$ cat src/rtl/dmem_arbiter_if.sv
// Bus bundle between the two data-memory requesters (core, DMA) and the BRAM.
// The arbiter takes the slave view; the requester/memory side takes the master view.
interface dmem_arbiter_if #(
  parameter int ADDR_W = 14
);
  logic              c_req;
  logic [3:0]        c_wea;
  logic [31:0]       c_addr;
  logic [31:0]       c_wdata;
  logic              c_gnt;
  logic              c_rvalid;
  logic              core_stall;
  logic              d_req;
  logic              d_lock;
  logic [3:0]        d_wea;
  logic [31:0]       d_addr;
  logic [31:0]       d_wdata;
  logic              d_gnt;
  logic              d_rvalid;
  logic              mem_en;
  logic [3:0]        mem_wea;
  logic [ADDR_W-1:0] mem_addr;
  logic [31:0]       mem_wdata;
  logic [31:0]       mem_rdata;
  logic [31:0]       rdata;

  modport slave (
    input  c_req, c_wea, c_addr, c_wdata,
    input  d_req, d_lock, d_wea, d_addr, d_wdata,
    input  mem_rdata,
    output c_gnt, c_rvalid, core_stall,
    output d_gnt, d_rvalid,
    output mem_en, mem_wea, mem_addr, mem_wdata, rdata
  );

  modport master (
    output c_req, c_wea, c_addr, c_wdata,
    output d_req, d_lock, d_wea, d_addr, d_wdata,
    output mem_rdata,
    input  c_gnt, c_rvalid, core_stall,
    input  d_gnt, d_rvalid,
    input  mem_en, mem_wea, mem_addr, mem_wdata, rdata
  );
endinterface

$ cat src/rtl/dmem_arbiter.sv
// Single-port data BRAM arbiter: core has priority, DMA is protected by a
// starvation counter and may hold a bounded locked burst.
module dmem_arbiter #(
  parameter int ADDR_W    = 14,
  parameter int MAX_WAIT  = 8,
  parameter int BURST_MAX = 16
) (
  input  logic         clk,
  input  logic         reset,
  dmem_arbiter_if.slave bus
);

  typedef enum logic [0:0] {
    FREE  = 1'b0,
    DLOCK = 1'b1
  } st_t;

  localparam logic [7:0] MAX_WAIT_C  = 8'(MAX_WAIT);
  localparam logic [7:0] BURST_MAX_C = 8'(BURST_MAX);

  st_t        st;
  logic [7:0] wait_cnt;
  logic [7:0] burst_cnt;
  logic       rv_c;
  logic       rv_d;
  logic       starve;
  logic       lock_ok;
  logic       d_sel;
  logic       c_sel;

  assign starve  = (wait_cnt >= MAX_WAIT_C);
  assign lock_ok = (st == DLOCK) && bus.d_lock && (burst_cnt < BURST_MAX_C);
  assign d_sel   = bus.d_req && (!bus.c_req || starve || lock_ok);
  assign c_sel   = bus.c_req && !d_sel;

  assign bus.d_gnt      = d_sel;
  assign bus.c_gnt      = c_sel;
  assign bus.core_stall = bus.c_req && !c_sel;
  assign bus.mem_en     = c_sel | d_sel;
  assign bus.c_rvalid   = rv_c;
  assign bus.d_rvalid   = rv_d;
  assign bus.rdata      = bus.mem_rdata;

  // BRAM command mux; idle bus is driven to all zeros
  always_comb begin
    bus.mem_wea   = 4'b0000;
    bus.mem_addr  = {ADDR_W{1'b0}};
    bus.mem_wdata = 32'h0000_0000;
    if (d_sel) begin
      bus.mem_wea   = bus.d_wea;
      bus.mem_addr  = bus.d_addr[ADDR_W+1:2];
      bus.mem_wdata = bus.d_wdata;
    end else if (c_sel) begin
      bus.mem_wea   = bus.c_wea;
      bus.mem_addr  = bus.c_addr[ADDR_W+1:2];
      bus.mem_wdata = bus.c_wdata;
    end else begin
      bus.mem_wea   = 4'b0000;
      bus.mem_addr  = {ADDR_W{1'b0}};
      bus.mem_wdata = 32'h0000_0000;
    end
  end

  // DMA starvation counter: counts consecutive denied cycles of a pending request
  always_ff @(posedge clk or negedge reset) begin
    if (!reset) begin
      wait_cnt <= 8'd0;
    end else if (d_sel || !bus.d_req) begin
      wait_cnt <= 8'd0;
    end else if (wait_cnt != 8'hFF) begin
      wait_cnt <= wait_cnt + 8'd1;
    end else begin
      wait_cnt <= wait_cnt;
    end
  end

  // Burst-lock FSM; once the beat budget is spent a core request forces release
  always_ff @(posedge clk or negedge reset) begin
    if (!reset) begin
      st        <= FREE;
      burst_cnt <= 8'd0;
    end else begin
      case (st)
        FREE: begin
          if (d_sel && bus.d_lock) begin
            st        <= DLOCK;
            burst_cnt <= 8'd1;
          end else begin
            st        <= FREE;
            burst_cnt <= 8'd0;
          end
        end
        DLOCK: begin
          if (!bus.d_lock || !bus.d_req || ((burst_cnt >= BURST_MAX_C) && bus.c_req)) begin
            st        <= FREE;
            burst_cnt <= 8'd0;
          end else if (d_sel && (burst_cnt != 8'hFF)) begin
            st        <= DLOCK;
            burst_cnt <= burst_cnt + 8'd1;
          end else begin
            st        <= DLOCK;
            burst_cnt <= burst_cnt;
          end
        end
        default: begin
          st        <= FREE;
          burst_cnt <= 8'd0;
        end
      endcase
    end
  end

  // Read-return flags: BRAM data lands one cycle after a granted read
  always_ff @(posedge clk or negedge reset) begin
    if (!reset) begin
      rv_c <= 1'b0;
      rv_d <= 1'b0;
    end else begin
      rv_c <= c_sel && (bus.c_wea == 4'b0000);
      rv_d <= d_sel && (bus.d_wea == 4'b0000);
    end
  end

endmodule

$ cat src/flat_wrapper.sv
// flat-port wrapper written by rule: the top's interface ports become plain ports
module dmem_arbiter_flat 
#(
  parameter int ADDR_W    = 14,
  parameter int MAX_WAIT  = 8,
  parameter int BURST_MAX = 16
)
  (clk, reset, bus_c_req, bus_c_wea, bus_c_addr, bus_c_wdata, bus_d_req, bus_d_lock, bus_d_wea, bus_d_addr, bus_d_wdata, bus_mem_rdata, bus_c_gnt, bus_c_rvalid, bus_core_stall, bus_d_gnt, bus_d_rvalid, bus_mem_en, bus_mem_wea, bus_mem_addr, bus_mem_wdata, bus_rdata);
  dmem_arbiter_if #(.ADDR_W(ADDR_W)) bus_i ();
  input  logic clk;
  input  logic reset;
  input wire logic [$bits(bus_i.c_req)-1:0] bus_c_req;
  input wire logic [$bits(bus_i.c_wea)-1:0] bus_c_wea;
  input wire logic [$bits(bus_i.c_addr)-1:0] bus_c_addr;
  input wire logic [$bits(bus_i.c_wdata)-1:0] bus_c_wdata;
  input wire logic [$bits(bus_i.d_req)-1:0] bus_d_req;
  input wire logic [$bits(bus_i.d_lock)-1:0] bus_d_lock;
  input wire logic [$bits(bus_i.d_wea)-1:0] bus_d_wea;
  input wire logic [$bits(bus_i.d_addr)-1:0] bus_d_addr;
  input wire logic [$bits(bus_i.d_wdata)-1:0] bus_d_wdata;
  input wire logic [$bits(bus_i.mem_rdata)-1:0] bus_mem_rdata;
  output wire logic [$bits(bus_i.c_gnt)-1:0] bus_c_gnt;
  output wire logic [$bits(bus_i.c_rvalid)-1:0] bus_c_rvalid;
  output wire logic [$bits(bus_i.core_stall)-1:0] bus_core_stall;
  output wire logic [$bits(bus_i.d_gnt)-1:0] bus_d_gnt;
  output wire logic [$bits(bus_i.d_rvalid)-1:0] bus_d_rvalid;
  output wire logic [$bits(bus_i.mem_en)-1:0] bus_mem_en;
  output wire logic [$bits(bus_i.mem_wea)-1:0] bus_mem_wea;
  output wire logic [$bits(bus_i.mem_addr)-1:0] bus_mem_addr;
  output wire logic [$bits(bus_i.mem_wdata)-1:0] bus_mem_wdata;
  output wire logic [$bits(bus_i.rdata)-1:0] bus_rdata;
  assign bus_i.c_req = bus_c_req;
  assign bus_i.c_wea = bus_c_wea;
  assign bus_i.c_addr = bus_c_addr;
  assign bus_i.c_wdata = bus_c_wdata;
  assign bus_i.d_req = bus_d_req;
  assign bus_i.d_lock = bus_d_lock;
  assign bus_i.d_wea = bus_d_wea;
  assign bus_i.d_addr = bus_d_addr;
  assign bus_i.d_wdata = bus_d_wdata;
  assign bus_i.mem_rdata = bus_mem_rdata;
  assign bus_c_gnt = bus_i.c_gnt;
  assign bus_c_rvalid = bus_i.c_rvalid;
  assign bus_core_stall = bus_i.core_stall;
  assign bus_d_gnt = bus_i.d_gnt;
  assign bus_d_rvalid = bus_i.d_rvalid;
  assign bus_mem_en = bus_i.mem_en;
  assign bus_mem_wea = bus_i.mem_wea;
  assign bus_mem_addr = bus_i.mem_addr;
  assign bus_mem_wdata = bus_i.mem_wdata;
  assign bus_rdata = bus_i.rdata;
  dmem_arbiter #(.ADDR_W(ADDR_W), .MAX_WAIT(MAX_WAIT), .BURST_MAX(BURST_MAX)) u_core (.clk(clk), .reset(reset), .bus(bus_i));
endmodule
$ cat config.mk
export PLATFORM = sky130hd
export DESIGN_NAME = dmem_arbiter_flat
export DESIGN_NICKNAME = d
export VERILOG_FILES = /design/src/rtl/dmem_arbiter_if.sv /design/src/rtl/dmem_arbiter.sv /design/src/flat_wrapper.sv
export SDC_FILE = /design/constraint.sdc
export NUM_CORES = 1
export LEC_CHECK = 0
export CORE_MARGIN = 5
export CORE_UTILIZATION = 23
export CTS_CLUSTER_SIZE = 14
export DETAILED_ROUTE_END_ITERATION = 6
export PLACE_DENSITY_LB_ADDON = 0.2
export SLEW_MARGIN = 25
export SYNTH_ARGS = -nofsm -noshare
export SYNTH_HDL_FRONTEND = slang
export SYNTH_SLANG_ARGS = --single-unit
$ cat constraint.sdc
create_clock -name clk -period 2.25 [get_ports clk]
set_input_delay 0.3375 -clock clk [delete_from_list [all_inputs] [get_ports clk]]
set_output_delay 0.3375 -clock clk [all_outputs]
set_load 0.02 [all_outputs]
# After elaboration in Yosys (flattened, before gate mapping)
# Cells that the tools add are included.
[totals]
latch_bits = 0
wordCells = 53
output_inout_bits = 88
mem_bits_rw = 0
memories = 0
register_bits = 19
rom_bits = 0
input_bits = 173
[op_classes]
mul = 0
reduce_logical = 23
n_bitwise = 2
div_mod_pow = 0
muxes = 15
order_cmp = 3
n_eq_ne = 3
add_sub_neg = 2
n_shift = 0
[ops]
columns = ["operator", "count"]
rows = [
  ["2-to-1 mux 32 bit", 2],
  ["2-to-1 mux 8 bit", 4],
  ["2-to-1 mux 14 bit", 2],
  ["adder 8 x 1 -> 8 bit, second input constant", 2],
  ["!= test 8 bit, second input constant", 2],
  ["one-hot mux 8 bit (2 select lines)", 1],
  ["logical AND 1 bit", 10],
  ["greater-or-equal comparator 8 x 4 -> 1 bit, second input constant", 1],
  ["greater-or-equal comparator 8 x 5 -> 1 bit, second input constant", 1],
  ["logical NOT 4 bit", 2],
  ["< comparator 8 x 5 -> 1 bit, second input constant", 1],
  ["2-to-1 mux 4 bit", 2],
  ["logical NOT 1 bit", 5],
  ["logical OR 1 bit", 5],
  ["2-to-1 mux 1 bit", 3],
  ["!= test 3 bit, second input constant", 1],
  ["one-hot mux 1 bit (2 select lines)", 1],
  ["nonzero test 2 bit", 1],
  ["inverter 1 bit", 1],
  ["bitwise OR 1 bit", 1],
]

# Logic depth before layout (Yosys ltp)
# Gate-level depths: netlist of run 1.
[depth]
word_depth = 8
mapped_depth = 7

# Worst setup path before layout of run 1
# OpenSTA, ideal clock, no wires.
[synth_path]
kind = "input to output"
start = "input port bus_c_req"
end = "output port bus_mem_addr[10]"
path_stages = 7
arrival_time_ps = 2138
t_required_ps = 1913
path_buffers = 2
slack_ps = -226
path_cell_list = "buf_2 -> nor4b_1 -> o211ai_2 -> nand2_1 -> inv_1 -> buf_2 -> o21ai_0"
[synth_via]
elab_chain_cells = 8
[synth_lines]
columns = ["element", "line", "source"]
rows = [
  ["start: declaration", "flat_wrapper.sv:12", "input wire logic [$bits(bus_i.c_req)-1:0] bus_c_req;"],
  ["logical NOT 1 bit (*)", "dmem_arbiter.sv:33", "assign d_sel = bus.d_req && (!bus.c_req || starve || lock_ok);"],
  ["logical OR 1 bit (*) (2 in a row)", "dmem_arbiter.sv:33", ""],
  ["logical AND 1 bit (*)", "dmem_arbiter.sv:33", ""],
  ["named net bus_d_gnt", "flat_wrapper.sv:25", "output wire logic [$bits(bus_i.d_gnt)-1:0] bus_d_gnt;"],
  ["logical NOT 1 bit", "dmem_arbiter.sv:34", "assign c_sel = bus.c_req && !d_sel;"],
  ["logical AND 1 bit", "dmem_arbiter.sv:34", ""],
  ["2-to-1 mux 14 bit", "dmem_arbiter.sv:53", "end else if (c_sel) begin"],
  ["2-to-1 mux 14 bit (*)", "dmem_arbiter.sv:49", "if (d_sel) begin"],
  ["end: declaration", "flat_wrapper.sv:29", "output wire logic [$bits(bus_i.mem_addr)-1:0] bus_mem_addr;"],
]
# The timed path passes the listed nets; every way through them passes the cells marked *.

# Worst setup path after layout of run 1
[layout_path]
start = "register u_core.burst_cnt[6]"
end = "output port bus_mem_addr[6]"
[layout_via]
elab_chain_cells = 8
[layout_lines]
columns = ["element", "line", "source"]
rows = [
  ["start: declaration", "dmem_arbiter.sv:23", "logic [7:0] burst_cnt;"],
  ["start signal: assignment", "dmem_arbiter.sv:99", "burst_cnt <= burst_cnt + 8'd1;"],
  ["start signal: assignment", "dmem_arbiter.sv:102", "burst_cnt <= burst_cnt;"],
  ["< comparator 8 x 5 -> 1 bit (*)", "dmem_arbiter.sv:32", "assign lock_ok = (st == DLOCK) && bus.d_lock && (burst_cnt < BURST_MAX_C);"],
  ["logical AND 1 bit (*)", "dmem_arbiter.sv:32", ""],
  ["logical OR 1 bit (*)", "dmem_arbiter.sv:33", ""],
  ["logical AND 1 bit (*)", "dmem_arbiter.sv:33", ""],
  ["logical NOT 1 bit", "dmem_arbiter.sv:34", ""],
  ["logical AND 1 bit", "dmem_arbiter.sv:34", ""],
  ["2-to-1 mux 14 bit", "dmem_arbiter.sv:53", ""],
  ["2-to-1 mux 14 bit (*)", "dmem_arbiter.sv:49", ""],
]
# Every way passes the cells marked *; elsewhere a longest branch is shown, timed or not.

==> results.md, run 1 <==
- Outcome: finished with violations
- Failing checks: negative setup slack
- # H-tree levels: 1
- R2R Path End: u_core.burst_cnt[5]
- CORE AREA: 0.00859 mm²
- Commonest non-fill, non-tap cell in the layout: clkdlybuf4s50_1
- Mapped Cells: 305
- Vias/cell: ~4.9
- Final Core Density: 0.445
- Synth unique cells: 35
- Top cell by count, worst path: buf_4
- Grt ovf: 0
- P_sw: ~420 µW
- Vias: roughly 2700
- Fmax: 0.393 GHz
- Mapped Area: about 0.002 mm²
- Ys Warns: 0
- Power share of the sequential group: 0.283
- PwrDens: between 300 and 400 mW/mm²
- Sequential share of the synthesized area: 0.238
- Drt total wl: slightly above 9000 µm
- Rows: 34
- Diodes inserted: 0
- Cell Chain, Critical Path: or4_4, o211ai_4, buf_4, nand2_4, inv_8, buf_12, buf_16, o21ai_1, buf_4
- Worst-path fanout max: 13
- Max incr delay on CP: between 0.5 and 0.6 ns
- DRC Markers: 0
- Mapped Avg Cell Area: around 6.6 µm²
- Die H: roughly 100 µm
- DRT iter0 DRCs: 102
- Worst slack at placement: -0.485 ns
- Final Wtd Congestion: around 0.77
- Post-synth top area cell: dfrtp_1
- Comb power frac: 0.520
- Largest net degree at the start of global routing: 57
- Inst Count DP: between 500 and 600
- CTS Buf Count: 3
- Worst-path clk slew: 0.07 ns
- Yosys reg bits: 19
- Full die area: roughly 0.011 mm²
- Leak: about 1.7 nW
- Nets: slightly above 600
- VDD IR-drop max: roughly 0.00016 V
- Crit share post-route: 1.13
- CTS tree: done
- Hpwl dp: approximately 6600 µm
- Reg2Reg Launch Point: u_core.burst_cnt[6]
- R2R cell count: 4
- Switching Fraction: 0.339
- Clk_lat worst skew: around 0.26 ns
- Initial antenna violation count: 0
- First-pass GRT wire length: approximately 14000 µm
- Starting density of the core: 0.233
- Top cells by area, synth: dfrtp_1 24%, nand3_1 14%, o21ai_0 13%
- IO Port Bufs: 160
- Share of the synthesized area in the top cell type: 0.238
- Max-Cap Viols: 0
- Area grow syn2layout: 91.3%
- Post-CTS Hold Fix Bufs: 0
- Shortest period the worst path allows: approximately 2.5 ns
- Die X: 103 µm
- CTS root buffer: clkbuf_8
- Worst path required time: roughly 1.9 ns
- Most frequent cells in the layout: 105 x clkdlybuf4s50_1, 58 x nand2_1, 58 x buf_4
- Clock sinks: 19
- Worst Path Arrival: between 2 and 2.5 ns
- Hold Vio Cnt, Final: 0
- Maximum buffer depth of the clock tree: 2
- Max-slew headroom: 0.540
- Clock network fraction of total power: 0.196
- RSZ-0062 raised after global routing: true
- Slowest-stage cell, CP: or4_4
- Worst Clk Skew: between 0.003 and 0.004 ns
- Post-route ant nets: 0
- Post-route non-filler standard cell count: ~550
- Max Slew Vio Count: 0
- Initial DRT Pass Iterations: 4
- WHS: about 0.4 ns
- Layout cells sized above 1: 0.241
- # IOs: ~260
- WL/cell: between 15 and 20 µm
- GRT Resource Usage Total: 0.167
- Startpoint types: register
- Final-layout fill cell count: 865
- Cell-internal power: ~830 µW
- Hold/Removal Path Class: in -> async
- Crit Path Class: reg -> out
- Slew @ Worst Pin: about 0.7 ns
- Setup violators final: 53
- Worst Setup End Kind: output pin
- FF-to-FF setup slack: 0.15 ns
- Vias in the first global route: between 2000 and 3000
- Min setup slack post-route: -0.296 ns
-- kinds of logic after synthesis --
logic type               count (synthesis)  synth area share
AO/OA/AOI/OAI                           72             0.203
buffers and inverters                   65             0.189
adder cells (fa/ha/maj)                  4            0.0250
flip-flops                              19             0.238
AND/OR/NAND/NOR                        142             0.333
multiplexers                             2            0.0100
other                                    1           0.00187
-- registers in the layout, summed over array words and instances (netlist names) --
register	cells
u_core.burst_cnt	8
u_core.bus.c_rvalid	1
u_core.bus.d_rvalid	1
u_core.st	1
u_core.wait_cnt	8
-- what timing repair did --
item                       in CTS  in global routing
setup endpoints to repair      53                 53
setup buffers                   8                  1
gates resized for setup       300                 12
pin swaps                       5                  1
cloned                          4                  1
-- layer usage --
metal,track usage,routed length (µm)
met4,0.0588,280
met1,0.188,3390
met2,0.287,4690
met5,0,0
met3,0.0644,851
-- cell type report --
cell class | instances | area, µm² | share of cell area
Multi-Input combinational cell | 224 | 1240 | 0.323
Timing Repair Buffer | 189 | 1900 | 0.496
Tap cell | 108 | 135 | 0.0353
Inverter | 8 | 37.5 | 0.00981
Sequential cell | 19 | 475 | 0.124
Clock buffer | 4 | 45.0 | 0.0118
-- worst max-delay path: cells and delay by family (launching register included) --
family / cells / cell delay (ns)
AOI/OAI and AO/OA: 2 / 0.28
buffers and inverters: 5 / 0.63
and+or+nand+nor: 2 / 0.64
DFF: 1 / 0.38
-- cell usage after synthesis --
library cell  instances
a211o_1               1
a211oi_1              1
a21oi_1               7
a31oi_1               1
and3_1                1
and4_1                1
buf_2                 2
buf_4                32
buf_6                 1
clkbuf_1             19
clkbuf_2              3
conb_1                1
dfrtp_1              19
ha_1                  4
inv_1                 8
mux2i_1               2
nand2_1              59
nand3_1              56
nand4_1               2
nor2_1                7
nor3_1                2
nor4_1                2
nor4b_1               1
o211a_1               1
o211ai_2              1
o21a_1                1
o21ai_0              52
o311ai_0              1
o31ai_1               4
o41a_1                1
o41ai_1               1
or2_2                 3
or3_1                 2
or4_1                 5
or4_4                 1
-- worst max path at each step --
stage / start / to / slack (ns) / cells after the start
4_1_cts: u_core.burst_cnt[6] / bus_mem_addr[8] / -0.23 / 8
6_report: u_core.burst_cnt[6] / bus_mem_addr[6] / -0.30 / 9
3_3_place_gp: u_core.burst_cnt[6] / bus_mem_wdata[23] / -0.48 / 6
3_5_place_dp: u_core.burst_cnt[6] / bus_mem_wdata[23] / -0.49 / 6
2_1_floorplan: u_core.burst_cnt[6] / bus_mem_addr[0] / 0.02 / 6
5_1_grt: u_core.burst_cnt[6] / bus_mem_wdata[28] / -0.39 / 9
-- per-stage QoR --
step,cell area [µm²],setup TNS (ns),power [mW]
final,3830,-11.92,1.25
after CTS,3770,-9.93,1.25
after detailed placement,3560,-20.45,0.986
after global placement,3560,-19.84,0.984
after global routing,3830,-16.71,1.32
after floorplan,2020,0,0.682
-- power by group through the flow --
stage,Combinational (mW),Sequential [mW],Clock (mW)
2_1_floorplan,0.322,0.360,0
3_3_place_gp,0.624,0.360,0
4_1_cts,0.651,0.354,0.249
6_report,0.651,0.354,0.246
3_5_place_dp,0.626,0.360,0
5_1_grt,0.701,0.355,0.263
No activity file was read; power rests on OpenSTA's default activity.
==> run 2: changes to the inputs <==
--- a/constraint.sdc
+++ b/constraint.sdc
@@ -3,2 +3,2 @@
 set_output_delay 0.3375 -clock clk [all_outputs]
-set_load 0.02 [all_outputs]
+set_load 0.005 [all_outputs]
==> results.md, run 2 (same netlist as run 1, synthesis figures left out) <==
- Outcome: finished with violations
- Failing checks: negative setup slack
- Reg area: 475 µm² (unchanged)
- Commonest non-fill, non-tap cell in the layout: clkdlybuf4s50_1
- PwrDens: 289 mW/mm² (-12%)
- Power share of the sequential group: 0.300 (+0.017)
- Clock network fraction of total power: 0.202 (+0.006)
- Worst setup path startpoint: u_core.burst_cnt[7]
- Initial antenna violation count: 0 (unchanged)
- Multi-input gate area: 0.00127 mm² (+2.3%)
- # IOs: 261 (unchanged)
- Final-layout fill cell count: 891 (+3.0%)
- Setup violators final: 53 (unchanged)
- Hold/Removal Path Class: in -> async
- Post-route ant nets: 0 (unchanged)
- CTS root buffer: clkbuf_8
- Setup TNS: -12.66 ns (-0.741 ns)
- Crit Path Class: reg -> out
- Inst Count DP: 539 (+0.75%)
- Final Wtd Congestion: 0.853 (+11%)
- CTS tree: done
- Max-Cap Viols: 0 (unchanged)
- Clock sinks: 19 (unchanged)
- GRT Resource Usage Total: 0.182 (+0.0159)
- Most frequent cells in the layout: 105 x clkdlybuf4s50_1, 58 x nand2_1, 53 x buf_2
- Min setup slack post-route: -0.303 ns (-0.00679 ns)
- Die H: 103 µm (unchanged)
- Shortest period the worst path allows: 2.55 ns (+0.00679 ns)
- Vias in the first global route: 2758 (+3.2%)
- WL/cell: 17.4 µm (+4.3%)
- Hpwl dp: 6350 µm (-3.6%)
- Full die area: 0.0107 mm² (unchanged)
- Leak: 1.83 nW (+11%)
- VDD IR-drop max: 0.000166 V (+0.48%)
- P_sw: 346 µW (-18%)
- Max-slew headroom: 0.636 (+0.0955)
- Die X: 103 µm (unchanged)
- Post-route non-filler standard cell count: 580 (+5.1%)
- Area grow syn2layout: 104%
- DRC Markers: 0 (unchanged)
- Worst Clk Skew: 0.00457 ns (+0.00125 ns)
- Largest net degree at the start of global routing: 54 (-5.3%)
- Hold Vio Cnt, Final: 0 (unchanged)
- IO Port Bufs: 160 (unchanged)
- Final Core Density: 0.476 (+0.0303)
- Drt total wl: 10100 µm (+9.5%)
- Crit share post-route: 1.13 (+0.00302)
- Max Slew Vio Count: 0 (unchanged)
- Largest regs: u_core.burst_cnt x8, u_core.wait_cnt x8
- Worst path required time: 1.91 ns (about the same)
- Initial DRT Pass Iterations: 4 (unchanged)
- Starting density of the core: 0.233 (unchanged)
- RSZ-0062 raised after global routing: true
- CORE AREA: 0.00859 mm² (unchanged)
- Diodes inserted: 0 (unchanged)
- Cell-internal power: 834 µW (+1.0%)
- Clk_lat worst skew: 0.26 ns (about the same)
- Worst-path clk slew: 0.07 ns (about the same)
- DRT iter0 DRCs: 66 (-35%)
- Worst Path Arrival: 2.22 ns (about the same)
- Reg2Reg Launch Point: u_core.burst_cnt[7]
- Startpoint types: register
- Switching Fraction: 0.293 (-0.0461)
- Comb power frac: 0.498 (-0.022)
- CTS Buf Count: 3 (unchanged)
- Grt ovf: 0 (unchanged)
- Fmax: 0.392 GHz (-0.27%)
- Worst Setup End Kind: output pin
- Rows: 34 (unchanged)
- Vias: 2747 (+2.3%)
- Layout cells sized above 1: 0.303 (+0.0620)
- Vias/cell: 4.74 (-2.6%)
- First-pass GRT wire length: 15000 µm (+7.5%)
- Slew @ Worst Pin: 0.547 ns (-0.139 ns)
- Worst-path fanout max: 7 (-6)
- Maximum buffer depth of the clock tree: 2 (unchanged)
- # H-tree levels: 1 (unchanged)
- Nets: 650 (+4.5%)
[run 2: changes by cell type in the layout (fill, tap and decap cells not counted), moves of 3 or more]
cell,change
nand3_2,+5
o21ai_1,-6
buf_8,+3
o21ai_2,+5
buf_4,-31
nand3_1,-4
buf_2,+50
buf_16,+6
[run 2: cell type report]
| class | instances | area share |
|---|---|---|
| Clock buffer | 4 | 0.0110 |
| Tap cell | 108 | 0.0331 |
| Multi-Input combinational cell | 224 | 0.310 |
| Timing Repair Buffer | 217 | 0.519 |
| Sequential cell | 19 | 0.116 |
| Inverter | 8 | 0.0104 |
[run 2: power by group through the flow]
stage / Clock [mW] / Combinational [mW] / Sequential (mW)
floorplan: 0 / 0.186 / 0.359
global placement: 0 / 0.519 / 0.360
detailed placement: 0 / 0.522 / 0.360
CTS: 0.248 / 0.575 / 0.353
global route: 0.267 / 0.636 / 0.355
finish: 0.238 / 0.588 / 0.354
[run 2: repair_timing]
action | 4_1_cts | 5_1_grt
buffers inserted | 20 | 7
gates cloned | 10 | 2
hold buffers | 0 | 0
endpoints found under the hold margin | 0 | 0
resized for setup | 301 | 15
pin swaps | 19 | 1
endpoints found under the setup margin | 53 | 53
[run 2: critical path, stage by stage, from the launching register on]
cell and delay, ns:
dfrtp_1 0.38, or4_4 0.56, o211ai_4 0.24, buf_12 0.14, buf_8 0.11, buf_12 0.11
buf_16 0.13, nand3_1 0.07, o21ai_1 0.09, buf_2 0.13
[run 2: final timing paths]
| check | to | slack (ns) | cells after the start |
|---|---|---|---|
| min in group clk | u_core.bus.d_rvalid | 0.50 | 4 |
| min | u_core.burst_cnt[3] | 0.43 | 2 |
| min reg2reg | u_core.wait_cnt[0] | 0.52 | 1 |
| max in group asynchronous | u_core.st | 1.61 | 2 |
| max reg2reg | u_core.burst_cnt[5] | 0.19 | 4 |
| max | bus_mem_addr[8] | -0.30 | 9 |
[run 2: metrics by stage]
step                power (mW)  area [µm²]  setup slack [ns]  hold slack (ns)
global placement         0.880        3570            -0.342            0.499
finish                    1.18        4090            -0.303            0.426
floorplan                0.545        2010            0.0420           0.0419
CTS                       1.18        3980            -0.336            0.430
detailed placement       0.883        3570            -0.374            0.516
global route              1.26        4090            -0.406            0.449
[run 2: routing by layer]
layer | vias up | global-route usage | part of all wire
met2 | 109 | 0.324 | 0.53
met4 | 0 | 0.0349 | 0.0033
li1 | 1365 | - | -
met3 | 4 | 0.0610 | 0.081
met1 | 1269 | 0.215 | 0.39
met5 | - | 0 | 0
==> run 3: changes to the inputs <==
Settings changed: GPL_ROUTABILITY_DRIVEN set to 0, HOLD_SLACK_MARGIN set to 0.06.
==> results of run 3 <==
The final DEF is identical to that of run 2; final timing and power are the same.
==> edit, RTL diff (settings of run 2) <==
`ADDR_W` is set to 14 in 3 places; all go to 13.
--- a/src/rtl/dmem_arbiter_if.sv
+++ b/src/rtl/dmem_arbiter_if.sv
@@ -1,7 +1,7 @@
 // Bus bundle between the two data-memory requesters (core, DMA) and the BRAM.
 // The arbiter takes the slave view; the requester/memory side takes the master view.
 interface dmem_arbiter_if #(
-  parameter int ADDR_W = 14
+  parameter int ADDR_W = 13
 );
   logic              c_req;
   logic [3:0]        c_wea;
--- a/src/rtl/dmem_arbiter.sv
+++ b/src/rtl/dmem_arbiter.sv
@@ -1,7 +1,7 @@
 // Single-port data BRAM arbiter: core has priority, DMA is protected by a
 // starvation counter and may hold a bounded locked burst.
 module dmem_arbiter #(
-  parameter int ADDR_W    = 14,
+  parameter int ADDR_W    = 13,
   parameter int MAX_WAIT  = 8,
   parameter int BURST_MAX = 16
 ) (
--- a/src/flat_wrapper.sv
+++ b/src/flat_wrapper.sv
@@ -1,7 +1,7 @@
 // flat-port wrapper written by rule: the top's interface ports become plain ports
 module dmem_arbiter_flat 
 #(
-  parameter int ADDR_W    = 14,
+  parameter int ADDR_W    = 13,
   parameter int MAX_WAIT  = 8,
   parameter int BURST_MAX = 16
 )
Interface: changed (resized bus_mem_addr); port bits go from 261 to 260. No check against the original RTL was run, so the function may have changed too.
==> edit against run 2 <==
The run still ends with setup timing left; core utilization up 0.48 points; area after synthesis decreased by 1.5%; hold slack worse by 0.015 ns; die area shrank 1.4%; power shrank 1.7%; final cell count down 3.8%; design area is 2.4% lower; worst setup slack got worse by 0.0017 ns; non-clock buffer count is 12 lower; wire length down 8.0%; clock power increased by 3%; sequential power about the same; sequential cell count unchanged.
==> edit: results (changes against run 2) <==
Port-buffer cells = 157 (-1.9%)
Initial antenna violation count = 1 (+1)
Dpl cell area = 0.00356 mm2 (-0.53%)
First-pass iteration count of the detailed router = 4 (unchanged)
Gr usage total = 16.7% (-1.5 points)
Hpwl dp = 6390 um (+0.65%)
Routed vias/inst = 4.82 (+1.7%)
TNS Setup = -12.36 ns (+0.300 ns)
Worst hold margin = 0.411 ns (-0.0146 ns)
Post-synthesis instance total = 297 (-2.6%)
Layout cell share with drive strength beyond 1 = 32.2% (+1.9 points)
Initial DRC Count = 96 (+45%)
Layout Nets = 631 (-2.9%)
Placement Setup Slack = -0.323 ns (+0.0508 ns)
Routed WL = 9290 um (-8.0%)
Layout Cells excl Fill = 558 (-3.8%)
GR Util met1 = 20.3% (-1.2 points)
Peak VDD IR = 216 uV (+30%)
Synth area leaders = dfrtp_1 24%, o21ai_0 13%, nand3_1 13%
Met2 usage = 29.6% (-2.7 points)
Global-route wire length before repair = 13,800 um (-7.7%)
Commonest cells in the netlist = 55 x nand2_1, 53 x o21ai_0, 51 x nand3_1, 32 x buf_4, 19 x dfrtp_1
Synth cell types = 37 (+5.7%)
Vias in the first global route = 2,713 (-1.6%)
Largest net degree at the start of global routing = 53 (-1.9%)
Fill count = 798 (-10%)
Ys Warns = 0 (unchanged)
Maximum clock path buffer count = 2 (unchanged)
Routability congestion estimate = 0.804 (-5.8%)
Final setup vio count = 52 (-1.9%)
Worst reg-to-reg setup slack = 0.15 ns (-0.04 ns)
Status = finished, violations left
Placed cells = 530 (-1.7%)
Layout Skew = 0.00120 ns (-0.00337 ns)
Sequential area share after synthesis = 24.1% (+0.36 points)
Failing checks = setup timing
Register-to-Register Path Depth = 10 (+6)
Worst setup margin = -0.305 ns (-0.00168 ns)
Int Pwr = 810 uW (-3.0%)
FF-to-FF End = u_core.burst_cnt[6]
Leakage = 0.00178 uW (-3.0%)
[edit: cell count changes in the layout (fill, tap and decap cells not counted), sizes merged, moves of 2 or more]
cell	change
nand3	-5
nand4	+2
clkbuf	-2
nand2	-4
buf	-9
clkdlybuf4s50	-2
nor4	-2
a21oi	-2
[edit: cells by family (layout without fill, tap and decap cells)]
logic type	Yosys count	in the layout	share of synthesized area, %
buffers and inverters	64	217	19.0
other	1	4	0.190
flip-flops	19	19	24.1
AND/OR/NAND/NOR	136	136	32.8
AO/OA/AOI/OAI	71	71	20.4
multiplexers	1	1	0.508
XOR/XNOR	1	1	0.445
adder cells (fa/ha/maj)	4	4	2.54
[edit: how the worst max path moves through the flow]
stage	slack [ns]	depth (start not counted)	end	startpoint
3_3_place_gp	-0.33	7	bus_mem_wdata[28]	u_core.burst_cnt[6]
5_1_grt	-0.38	10	bus_mem_addr[7]	u_core.burst_cnt[4]
3_5_place_dp	-0.32	6	bus_mem_wdata[1]	u_core.burst_cnt[6]
6_report	-0.30	10	bus_mem_addr[7]	u_core.burst_cnt[4]
2_1_floorplan	0.08	6	bus_mem_addr[10]	u_core.burst_cnt[6]
4_1_cts	-0.30	10	bus_mem_wdata[1]	u_core.burst_cnt[5]
[edit: power by group through the flow]
stage               clock network, uW  logic [uW]  registers, uW
finish                            245         562            354
global route                      268         608            355
CTS                               259         547            354
detailed placement                  0         516            360
global placement                    0         516            360
floorplan                           0         181            359
[edit: critical path, delay by kind of cell (launching register included)]
family / cells / cell delay, ns
AOI/OAI and AO/OA: 2 / 0.27
buffers and inverters: 6 / 0.68
DFF: 1 / 0.40
and+or+nand+nor: 2 / 0.62
[edit: cell type report]
| class | instances | area [um2] | area share [%] |
|---|---|---|---|
| inverter | 8 | 42.5 | 1.07 |
| multi-input combinational | 217 | 1320 | 33.2 |
| sequential | 19 | 475 | 11.9 |
| timing repair buffer | 205 | 1970 | 49.3 |
| clock buffer | 3 | 41.3 | 1.04 |
| clock inverter | 1 | 7.51 | 0.188 |
| tap | 105 | 131 | 3.29 |
[edit: what timing repair did]
| item | CTS | global route |
|---|---|---|
| cloned | 8 | 2 |
| setup buffers | 16 | 4 |
| gates resized for setup | 296 | 35 |
| setup endpoints to repair | 52 | 52 |
| pin swaps | 10 | 15 |
[edit: per-layer routing]
metal | share of wire, % | vias up
met5 | 0.14 | -
li1 | - | 1315
met2 | 51 | 101
met3 | 7.9 | 9
met1 | 40 | 1262
met4 | 0.71 | 2
[edit: per-stage QoR]
stage,total power [uW],util (%)
floorplan,540,-
detailed placement,876,42.8
CTS,1160,46.4
global route,1230,48.0
finish,1160,48.0
global placement,876,42.8
